<file path="config.mk">
export PLATFORM = sky130hd
export DESIGN_NAME = mux_bus_master_flat
export DESIGN_NICKNAME = d
export VERILOG_FILES = /design/src/rtl/mux_bus_if.sv /design/src/rtl/mux_bus_master.sv /design/src/flat_wrapper.sv
export SDC_FILE = /design/constraint.sdc
export NUM_CORES = 1
export LEC_CHECK = 0
export CORE_ASPECT_RATIO = 0.6
export CORE_UTILIZATION = 46
export DETAILED_ROUTE_END_ITERATION = 10
export PLACE_DENSITY = 0.84
export SLEW_MARGIN = 10
export SYNTH_ARGS = -nofsm -noshare
export SYNTH_HDL_FRONTEND = slang
export SYNTH_SLANG_ARGS = --single-unit
</file>
<file path="constraint.sdc">
create_clock -name clock -period 2 [get_ports clock]
set_input_delay 0.2 -clock clock [delete_from_list [all_inputs] [get_ports clock]]
set_output_delay 0.2 -clock clock [all_outputs]
set_load 0.1 [all_outputs]
</file>
<file path="src/rtl/mux_bus_if.sv">
// Handshake and pad-side signals of the multiplexed address/data bus engine.
`timescale 1ns/1ps
interface mux_bus_if #(parameter int DATA_W = 8);
    logic              req;
    logic              rnw;
    logic [DATA_W-1:0] addr;
    logic [DATA_W-1:0] wdata;
    logic [DATA_W-1:0] ad_in;
    logic [DATA_W-1:0] ADout;
    logic              ad_oe;
    logic              ad;
    logic              cs;
    logic              wr;
    logic              rd;
    logic              busy;
    logic              done;
    logic [DATA_W-1:0] rdata;

    modport master (
        input  req, rnw, addr, wdata, ad_in,
        output ADout, ad_oe, ad, cs, wr, rd, busy, done, rdata
    );

    modport slave (
        output req, rnw, addr, wdata, ad_in,
        input  ADout, ad_oe, ad, cs, wr, rd, busy, done, rdata
    );
endinterface

</file>
<file path="src/rtl/mux_bus_master.sv">
// Single read/write transaction engine for an Intel-style multiplexed AD bus.
// Optional MUX_BUS_RDATA_SYNC_EN: 2-flop ad_in synchroniser, read strobe stretched by 2.
`timescale 1ns/1ps
module mux_bus_master #(
    parameter int DATA_W = 8,
    parameter int T_STB  = 5,
    parameter int T_HOLD = 2,
    parameter int T_GAP  = 8
) (
    input  logic      clock,
    input  logic      reset,
    mux_bus_if.master bus
);

    typedef enum logic [3:0] {
        IDLE, A_ALE, A_CS, A_STB, A_END, A_HOLD, A_GAP,
        D_CS, D_STB, D_END, D_HOLD, D_GAP
    } state_t;

    localparam logic [7:0] C_STB  = 8'(T_STB - 1);
    localparam logic [7:0] C_HOLD = 8'(T_HOLD - 1);
    localparam logic [7:0] C_GAP  = 8'(T_GAP - 1);
`ifdef MUX_BUS_RDATA_SYNC_EN
    // two extra strobe cycles cover the synchroniser latency
    localparam logic [7:0] C_RSTB = 8'(T_STB + 1);
`else
    localparam logic [7:0] C_RSTB = 8'(T_STB - 1);
`endif

    state_t            state, nstate;
    logic [7:0]        cnt, cnt_nxt;
    logic              rnw_q;
    logic [DATA_W-1:0] addr_q, wdata_q;
    logic [DATA_W-1:0] cap_src;
    logic              last, capture;

    logic              ad_r, cs_r, wr_r, rd_r, oe_r, busy_r, done_r;
    logic [DATA_W-1:0] dout_r, rdata_r;
    logic              ad_n, cs_n, wr_n, rd_n, oe_n, busy_n, done_n;
    logic [DATA_W-1:0] dout_n;

`ifdef MUX_BUS_RDATA_SYNC_EN
    logic [DATA_W-1:0] ad_s1, ad_s2;
    always_ff @(posedge clock or negedge reset) begin
        if (!reset) begin
            ad_s1 <= '0;
            ad_s2 <= '0;
        end else begin
            ad_s1 <= bus.ad_in;
            ad_s2 <= ad_s1;
        end
    end
    assign cap_src = ad_s2;
`else
    assign cap_src = bus.ad_in;
`endif

    function automatic logic [7:0] load_val(state_t s, logic r);
        case (s)
            A_STB:          load_val = C_STB;
            D_STB:          load_val = r ? C_RSTB : C_STB;
            A_HOLD, D_HOLD: load_val = C_HOLD;
            A_GAP, D_GAP:   load_val = C_GAP;
            default:        load_val = 8'd0;
        endcase
    endfunction

    assign last    = (cnt == 8'd0);
    assign capture = (state == D_STB) && last && rnw_q;

    always_comb begin
        nstate = state;
        case (state)
            IDLE:    if (bus.req) nstate = A_ALE;
            A_ALE:   nstate = A_CS;
            A_CS:    nstate = A_STB;
            A_STB:   if (last) nstate = A_END;
            A_END:   nstate = A_HOLD;
            A_HOLD:  if (last) nstate = A_GAP;
            A_GAP:   if (last) nstate = D_CS;
            D_CS:    nstate = D_STB;
            D_STB:   if (last) nstate = D_END;
            D_END:   nstate = D_HOLD;
            D_HOLD:  if (last) nstate = D_GAP;
            D_GAP:   if (last) nstate = IDLE;
            default: nstate = IDLE;
        endcase

        if (nstate != state) cnt_nxt = load_val(nstate, rnw_q);
        else if (!last)      cnt_nxt = cnt - 8'd1;
        else                 cnt_nxt = cnt;

        // outputs are decoded from the next state so they register alongside it
        ad_n   = 1'b1;
        cs_n   = 1'b1;
        wr_n   = 1'b1;
        rd_n   = 1'b1;
        oe_n   = 1'b0;
        dout_n = '1;
        case (nstate)
            A_ALE: ad_n = 1'b0;
            A_CS: begin
                ad_n = 1'b0;
                cs_n = 1'b0;
            end
            A_STB: begin
                ad_n   = 1'b0;
                cs_n   = 1'b0;
                wr_n   = 1'b0;
                oe_n   = 1'b1;
                dout_n = addr_q;
            end
            A_END: begin
                ad_n   = 1'b0;
                oe_n   = 1'b1;
                dout_n = addr_q;
            end
            A_HOLD: begin
                oe_n   = 1'b1;
                dout_n = addr_q;
            end
            D_CS: cs_n = 1'b0;
            D_STB: begin
                cs_n = 1'b0;
                if (rnw_q) rd_n = 1'b0;
                else begin
                    wr_n   = 1'b0;
                    oe_n   = 1'b1;
                    dout_n = wdata_q;
                end
            end
            D_END, D_HOLD: begin
                if (!rnw_q) begin
                    oe_n   = 1'b1;
                    dout_n = wdata_q;
                end
            end
            default: ;
        endcase
        busy_n = (nstate != IDLE);
        done_n = (state == D_GAP) && last;
    end

    always_ff @(posedge clock or negedge reset) begin
        if (!reset) begin
            state   <= IDLE;
            cnt     <= 8'd0;
            rnw_q   <= 1'b0;
            addr_q  <= '0;
            wdata_q <= '0;
            ad_r    <= 1'b1;
            cs_r    <= 1'b1;
            wr_r    <= 1'b1;
            rd_r    <= 1'b1;
            oe_r    <= 1'b0;
            dout_r  <= '1;
            busy_r  <= 1'b0;
            done_r  <= 1'b0;
            rdata_r <= '0;
        end else begin
            state  <= nstate;
            cnt    <= cnt_nxt;
            if (state == IDLE && bus.req) begin
                rnw_q   <= bus.rnw;
                addr_q  <= bus.addr;
                wdata_q <= bus.wdata;
            end
            ad_r   <= ad_n;
            cs_r   <= cs_n;
            wr_r   <= wr_n;
            rd_r   <= rd_n;
            oe_r   <= oe_n;
            dout_r <= dout_n;
            busy_r <= busy_n;
            done_r <= done_n;
            if (capture) rdata_r <= cap_src;
        end
    end

    assign bus.ad    = ad_r;
    assign bus.cs    = cs_r;
    assign bus.wr    = wr_r;
    assign bus.rd    = rd_r;
    assign bus.ad_oe = oe_r;
    assign bus.ADout = dout_r;
    assign bus.busy  = busy_r;
    assign bus.done  = done_r;
    assign bus.rdata = rdata_r;

endmodule

</file>
<file path="src/flat_wrapper.sv">
// flat-port wrapper written by rule: the top's interface ports become plain ports
module mux_bus_master_flat 
#(
    parameter int DATA_W = 8,
    parameter int T_STB  = 5,
    parameter int T_HOLD = 2,
    parameter int T_GAP  = 8
)
  (clock, reset, bus_req, bus_rnw, bus_addr, bus_wdata, bus_ad_in, bus_ADout, bus_ad_oe, bus_ad, bus_cs, bus_wr, bus_rd, bus_busy, bus_done, bus_rdata);
  mux_bus_if #(.DATA_W(DATA_W)) bus_i ();
  input  logic clock;
  input  logic reset;
  input wire logic [$bits(bus_i.req)-1:0] bus_req;
  input wire logic [$bits(bus_i.rnw)-1:0] bus_rnw;
  input wire logic [$bits(bus_i.addr)-1:0] bus_addr;
  input wire logic [$bits(bus_i.wdata)-1:0] bus_wdata;
  input wire logic [$bits(bus_i.ad_in)-1:0] bus_ad_in;
  output wire logic [$bits(bus_i.ADout)-1:0] bus_ADout;
  output wire logic [$bits(bus_i.ad_oe)-1:0] bus_ad_oe;
  output wire logic [$bits(bus_i.ad)-1:0] bus_ad;
  output wire logic [$bits(bus_i.cs)-1:0] bus_cs;
  output wire logic [$bits(bus_i.wr)-1:0] bus_wr;
  output wire logic [$bits(bus_i.rd)-1:0] bus_rd;
  output wire logic [$bits(bus_i.busy)-1:0] bus_busy;
  output wire logic [$bits(bus_i.done)-1:0] bus_done;
  output wire logic [$bits(bus_i.rdata)-1:0] bus_rdata;
  assign bus_i.req = bus_req;
  assign bus_i.rnw = bus_rnw;
  assign bus_i.addr = bus_addr;
  assign bus_i.wdata = bus_wdata;
  assign bus_i.ad_in = bus_ad_in;
  assign bus_ADout = bus_i.ADout;
  assign bus_ad_oe = bus_i.ad_oe;
  assign bus_ad = bus_i.ad;
  assign bus_cs = bus_i.cs;
  assign bus_wr = bus_i.wr;
  assign bus_rd = bus_i.rd;
  assign bus_busy = bus_i.busy;
  assign bus_done = bus_i.done;
  assign bus_rdata = bus_i.rdata;
  mux_bus_master #(.DATA_W(DATA_W), .T_STB(T_STB), .T_HOLD(T_HOLD), .T_GAP(T_GAP)) u_core (.clock(clock), .reset(reset), .bus(bus_i));
endmodule
</file>
# Word level (Yosys, flattened, before mapping)
# Cells that the tools add are included.
# Widths: inputs -> output; s select.
[totals] regBits=52 wordCells=73 out_inout_bits=23
[op_classes] n_reduce_logical=14 eq_ne=24 mux=20 n_addsub=1
[op_table] cell="$pmux 4 s12" count=1
[op_table] cell="$eq 4x3->1 const B" count=8
[op_table] cell="$eq 4x4->1 const B" count=8
[op_table] cell="$mux 4" count=7
[op_table] cell="$mux 8" count=3
[op_table] cell="$eq 4x2->1 const B" count=4
[op_table] cell="$pmux 8 s2" count=1
[op_table] cell="$pmux 3 s3" count=1
[op_table] cell="$eq 4x1->1 const B" count=2
[op_table] cell="$logic_not 8->1" count=1
[op_table] cell="$reduce_or 4->1" count=2
[op_table] cell="$sub 8x1->8 const B" count=1
[op_table] cell="$reduce_or 2->1" count=3
[op_table] cell="$reduce_or 3->1" count=2
[op_table] cell="$mux 1" count=5
[op_table] cell="$logic_and 1x1->1" count=4
[op_table] cell="$logic_not 4->1" count=1
[op_table] cell="$ne 4x4->1" count=1
[op_table] cell="$pmux 1 s2" count=2
[op_table] cell="$reduce_bool 4->1" count=1
[op_table] cell="$ne 2x2->1 const B" count=1

# Depth between registers and ports, before layout
# Gate-level depths: netlist of the first run.
[depth] depth_word=7 mapped_depth=8 depth_no_buf=7

# Worst setup path after synthesis of the first run
# Ideal clock, no wire load.
[synth_timing] kind="register -> register" startpoint="register u_core.cnt[0]" endpoint="register u_core.dout_r[0] (netlist: u_core.bus.ADout[0])" setup_slack_ns=-0.015 t_arrival_ns=1.954 n_path_buf=1 required_time_ns=1.939 path_stages_with_launch=9 path_cell_list="dfrtp_1 -> inv_1 -> ha_1 -> nor4b_4 -> nand2_2 -> buf_2 -> a311o_1 -> o21ai_4 -> o22a_1"
[synth_via] elab_chain_len=6 word_cells_on_any_way=17 cone_classes="6 x eq/ne; 8 x mux; 3 x reduce/logical"
[synth_rtl] element="from (decl)" line_no="mux_bus_master.sv:31" source="logic [7:0] cnt, cnt_nxt;"
[synth_rtl] element="from (signal assigned)" line_no="mux_bus_master.sv:162" source="cnt <= cnt_nxt;"
[synth_rtl] element="$logic_not 8->1 *" line_no="mux_bus_master.sv:68" source="assign last = (cnt == 8'd0);"
[synth_rtl] element="$mux 4, or another cell as far along" line_no="mux_bus_master.sv:85" source="D_GAP: if (last) nstate = IDLE;"
[synth_rtl] element="$pmux 4 s12 *" line_no="mux_bus_master.sv:73" source="case (state)"
[synth_rtl] element="$eq 4x4->1, or another cell as far along" line_no="mux_bus_master.sv:100" source="case (nstate)"
[synth_rtl] element="$reduce_or 3->1 (no line)"
[synth_rtl] element="$pmux 8 s2 *" line_no="mux_bus_master.sv:100"
[synth_rtl] element="via u_core.dout_n[0]" line_no="mux_bus_master.sv:40" source="logic [DATA_W-1:0] dout_n;"
[synth_rtl] element="to (signal assigned)" line_no="mux_bus_master.sv:173" source="dout_r <= dout_n;"
[synth_rtl] element="to (decl)" line_no="mux_bus_master.sv:38" source="logic [DATA_W-1:0] dout_r, rdata_r;"
# The timed path passes the listed nets; every way through them passes the cells marked *.
# A chain may end at the register's enable or synchronous reset.

# Final worst setup path of the first run
[layout_timing] startpoint="register u_core.cnt[0]" endpoint="register u_core.dout_r[3] (netlist: u_core.bus.ADout[3])"
# Same word-level chain as after synthesis.

==> results.md, run 1 <==
- Critical path data arrival time: 2.30 ns
- Post-detail-place hpwl: 3.61 mm
- Core Box Area: 0.00505 mm2
- H-tree depth: 2
- Total GRT Usage: 0.194
- Sequential area share after synthesis: 0.543
- Max stage delay on crit path: 0.55 ns
- Synth Area per Inst: 12.4 um2
- Ys flop type: dfrtp_1
- GP Congestion: 0.877
- Initial antenna violation count: 0
- Crit path max-delay family: simple AND/OR/NAND/NOR gates
- CTS Sinks: 52
- Worst R2R Setup Slack: -0.06 ns
- Via count: 1850
- CP max-delay cell: or4b_4
- Synth unique cells: 54
- Final core utilization: 0.653
- Area Overhead vs Synth: 36.2%
- Ys async rst share: 1.00
- Grt total ovfl: 0
- Initial Util: 0.479
- DRT Pass-1 Iters: 4
- WL/cell: 15.7 um
- Synthesized area: 0.00242 mm2
- Placed cells: 321
- CTS Buf Count: 5
- Routed Antenna Nets: 0
- Synthesized net count: 225
- Fmax: 486 MHz
- Crit end category: flop
- Commonest non-fill, non-tap cell in the layout: buf_4
- Startpoint Class: flop
- Period minus WS final: 2.06 ns
- Slew Limit Fails: 0
- Synth Warn #: 0
- Largest cells by area after synthesis: dfrtp_1 41%, dfstp_2 13%, mux2_2 12%, o22a_1 3.3%, a21oi_1 2.1%
- N_diodes: 0
- Clock Skew: 0.00773 ns
- Routed WL: 5.28 mm
- DR vias/cell: 5.51
- Worst-Skew Late Latency: 0.29 ns
- Outcome: finished with violations
- Residual DRC: 0
- Maxcap violations: 0
- Root Buffer: clkbuf_8
- Clk slew on worst S/H paths: 0.09 ns
- Synth top area share: 0.413
- Std-Cell Rows: 20
- IO buf count: 50
- CTS Buffer Depth: 2
- Share of layout cells above drive strength 1: 0.419
- Setup Viol. Count Final: 9
- Failing checks: negative setup slack
- Cell Chain, Critical Path: inv_1 -> ha_2 -> or4b_4 -> nor4_4 -> a221oi_4 -> buf_6 -> o21ai_4 -> o22a_1
- CP Data Required Time: 2.24 ns
- CTS tree: done
- # nets final: 298
- Worst Path Buf+Inv: 2
- Die W: 95.7 um
- Post-synth EDFFs: 0
- Pre-CTS WS: -0.112 ns
- Vias in the first global route: 1671
- Die Ht: 58.2 um
- Most frequent cells in the layout: 43 x buf_4, 40 x dfrtp_1, 26 x clkdlybuf4s50_1
- Leading area contributor after synthesis: dfrtp_1
- RSZ-0062 raised after global routing: yes
- Finished Layout Cells: 336
- First-pass GRT wire length: 8.25 mm
- Slew headroom: 0.624
- Setup Crit Path Kind: reg2reg
- HP Class: in2async
- Syn Inst Count: 196
- Ports: 51
- #FFs+latches synth: 52
- CP Max Fanout: 5
- Largest net degree at the start of global routing: 30
- Detailed Route Iter0 Violations: 118
- Total Die Area: 0.00557 mm2
- Final hold vios: 0
- Fin crit share: 1.03
- Setup WS post-layout: -0.0583 ns
- Setup TNS: -0.324 ns
- Slew @ Worst Pin: 0.565 ns
Yosys cell counts, types with 3 or more instances:
master / n
a21oi_1: 10
o21ai_1: 3
xnor2_1: 4
dfrtp_1: 40
nor2b_1: 3
nand3_1: 7
nor3_1: 3
mux2_2: 25
inv_1: 6
buf_6: 4
dfstp_2: 12
o22a_1: 9
nor2_1: 10
nand2_1: 9
o22ai_1: 3
o21ai_0: 3
stage by stage:
step / cell area, um2 / hold WS (ns)
6_report: 3300 / 0.417
5_1_grt: 3300 / 0.469
4_1_cts: 3230 / 0.438
3_5_place_dp: 3020 / 0.230
3_3_place_gp: 3020 / 0.227
2_1_floorplan: 2430 / -0.0956
logic make-up after synthesis:
kind of cell / Yosys count / synth area share
simple gates: 54 / 0.141
flops: 52 / 0.543
compound gates: 40 / 0.120
mux: 27 / 0.124
buf+inv: 16 / 0.0439
xor+xnor: 6 / 0.0217
fa+ha+maj: 1 / 0.00516
final timing paths:
kind	startpoint	endpoint	cells past startpoint
max	u_core.cnt[0]$_DFFE_PN0P_	u_core.bus.ADout[3]$_DFF_PN1_	8
min	reset	u_core.cnt[0]$_DFFE_PN0P_	2
max reg2reg	u_core.cnt[0]$_DFFE_PN0P_	u_core.bus.ADout[3]$_DFF_PN1_	8
min reg2reg	u_core.addr_q[5]$_DFFE_PN0P_	u_core.bus.ADout[5]$_DFF_PN1_	1
max in group asynchronous	reset	u_core.bus.ADout[5]$_DFF_PN1_	3
min in group clock	u_core.addr_q[5]$_DFFE_PN0P_	u_core.bus.ADout[5]$_DFF_PN1_	1
what timing repair did:
item	in CTS	in global routing
resized for setup	7	9
setup endpoints to repair	21	27
hold endpoints to repair	19	0
buffers inserted	1	4
pin swaps	9	12
hold buffers	1	0
cloned	1	0
final cells by class:
class                   count  area [um2]
fillers                   371        1750
repair buffers             74         641
flip-flops and latches     52        1320
inverters                   7        26.3
multi-input cells         129        1100
well taps                  66        82.6
clock buffers               6        72.6
clock inverters             2        60.1
routing by layer:
layer	routed length (um)	up-vias	GRT usage
met5	0	-	0
met4	0	0	0.00640
met3	414	0	0.0551
met2	2360	77	0.294
met1	2510	907	0.294
li1	-	866	-
flip-flops by register name, summed over array words and instances (netlist names), 4 cells and up:
register / count
u_core.state: 4
u_core.bus.ADout: 8
u_core.addr_q: 8
u_core.bus.rdata: 8
u_core.wdata_q: 8
u_core.cnt: 8
Power of run 1 is not shown: default switching activity piles up to over one toggle a cycle in this logic, so the estimate is an artifact.
==> run 2: changes to the inputs <==
--- a/config.mk
+++ b/config.mk
@@ -6,7 +6,8 @@
 export NUM_CORES = 1
 export LEC_CHECK = 0
-export CORE_ASPECT_RATIO = 0.6
+export CORE_ASPECT_RATIO = 0.9
 export CORE_UTILIZATION = 46
 export DETAILED_ROUTE_END_ITERATION = 10
+export GPL_ROUTABILITY_DRIVEN = 0
 export PLACE_DENSITY = 0.84
 export SLEW_MARGIN = 10
==> constraint.sdc (replaced) <==
create_clock -name clock -period 2 [get_ports clock]
set_input_delay 0.5 -clock clock [delete_from_list [all_inputs] [get_ports clock]]
set_output_delay 0.5 -clock clock [all_outputs]
set_load 0.1 [all_outputs]
==> run 2 against run 1 <==
The run still ends with negative setup slack left. First-iteration DRC count grew 18%. Setup slack lost 0.027 ns. Clock-buffer cell count down 1. Highest routed layer is now met4.
==> results.md, run 2 (synthesis gave the netlist of run 1 again) <==
- Post-detail-place hpwl: 3.66 mm
- Initial antenna violation count: 0
- # nets final: 301
- Final hold vios: 0
- Routed Antenna Nets: 0
- Grt total ovfl: 0
- Die Ht: 70.9 um
- Initial Util: 0.489
- Worst Setup SP: u_core.cnt[1]$_DFFE_PN0P_
- CP Max Fanout: 6
- Cts hold-fix bufs: 0
- Maxcap violations: 0
- Critical path data arrival time: 2.34 ns
- Slew headroom: 0.678
- Clock Skew: 0.00693 ns
- RSZ-0062 raised after global routing: yes
- Via count: 1851
- CTS Buf Count: 5
- Clk slew on worst S/H paths: 0.10 ns
- FILL cells: 360
- Detailed Route Iter0 Violations: 139
- Period minus WS final: 2.09 ns
- Residual DRC: 0
- CP Data Required Time: 2.26 ns
- Slew Limit Fails: 0
- N_diodes: 0
- Root Buffer: clkbuf_8
- DRT Pass-1 Iters: 4
- Most frequent cells in the layout: 40 x dfrtp_1, 33 x buf_4, 26 x clkdlybuf4s50_1
- Area Overhead vs Synth: 41.9%
- Register Area: 0.00132 mm2
- Ports: 51
- Total GRT Usage: 0.208
- Reg2reg start: u_core.cnt[1]$_DFFE_PN0P_
- Crit end category: flop
- Vias in the first global route: 1886
- Total Die Area: 0.00556 mm2
- CTS Sinks: 52
- Die W: 78.5 um
- Share of layout cells above drive strength 1: 0.440
- Failing checks: negative setup slack
- HP Class: in2async
- Setup Viol. Count Final: 11
- Startpoint Class: flop
- Hold_ws: 0.131 ns
- H-tree depth: 2
- CTS tree: done
- Fmax: 480 MHz
- WL/cell: 16.2 um
- Worst-Skew Late Latency: 0.31 ns
- Final core utilization: 0.694
- Area of the multi-input gates: 0.00109 mm2
- Slew @ Worst Pin: 0.483 ns
- CTS Buffer Depth: 2
- DR vias/cell: 5.48
- Setup Crit Path Kind: reg2reg
- Fin crit share: 1.04
- IO buf count: 50
- Setup WS post-layout: -0.0852 ns
- Outcome: finished with violations
- Setup TNS: -0.571 ns
- Commonest non-fill, non-tap cell in the layout: dfrtp_1
- Std-Cell Rows: 24
- First-pass GRT wire length: 8.86 mm
- Pre-CTS WS: -0.113 ns
- Routed WL: 5.47 mm
- Largest net degree at the start of global routing: 34
- Core Box Area: 0.00495 mm2
## run 2: cell count changes in the layout (fill, tap and decap cells not counted), moves of 2 or more
cell	before	now
inv_2	0	2
bufinv_16	2	0
clkinvlp_4	0	2
buf_4	43	33
inv_1	6	4
buf_12	1	14
## run 2: area by class of cell
type / instances / share of cell area
Sequential cell: 52 / 0.383
Multi-Input combinational cell: 129 / 0.318
Timing Repair Buffer: 77 / 0.240
Tap cell: 65 / 0.0236
Clock buffer: 5 / 0.0200
Clock inverter: 3 / 0.00764
Inverter: 7 / 0.00764
## run 2: routing by layer
metal | wire, um | up-vias | global-route usage
li1 | - | 860 | -
met1 | 2360 | 919 | 0.269
met2 | 2800 | 62 | 0.356
met3 | 233 | 10 | 0.0361
met5 | 0 | - | 0
met4 | 77 | 0 | 0.0638
## run 2: per-stage QoR
stage,cells,area (um2)
3_5_place_dp,324,3210
6_report,338,3440
5_1_grt,338,3440
4_1_cts,335,3360
3_3_place_gp,324,3210
2_1_floorplan,196,2430
## run 2: worst paths after layout
path / cells past startpoint / slack (ns) / to
min in group clock: 1 / 0.51 / u_core.bus.ADout[0]$_DFF_PN1_
max in group asynchronous: 2 / 1.27 / u_core.bus.rd$_DFF_PN1_
max reg2reg: 8 / -0.09 / u_core.bus.ADout[4]$_DFF_PN1_
max: 8 / -0.09 / u_core.bus.ADout[4]$_DFF_PN1_
min: 1 / 0.13 / u_core.cnt[2]$_DFFE_PN0P_
min reg2reg: 1 / 0.51 / u_core.bus.ADout[0]$_DFF_PN1_
## run 2: worst max-delay path: stages, from the launching register on
cell	delay, ns
dfrtp_1	0.40
inv_2	0.07
ha_4	0.13
or4b_4	0.49
nor4_4	0.29
a221oi_2	0.06
buf_4	0.18
o21ai_4	0.20
o22a_1	0.20
## run 2: timing repair
action | CTS | global route
endpoints found under the hold margin | 0 | 0
resized for setup | 6 | 12
pin swaps | 5 | 10
setup buffers | 2 | 4
endpoints found under the setup margin | 26 | 27
cloned | 1 | 0
Power of run 2 is left out for the same reason.
==> run 3: changes to the inputs <==
Settings changed: CAP_MARGIN set to 40.
==> results of run 3 <==
Same layout as run 2: the final DEF is identical, and so are final timing and power.
Power of run 3 is left out for the same reason.
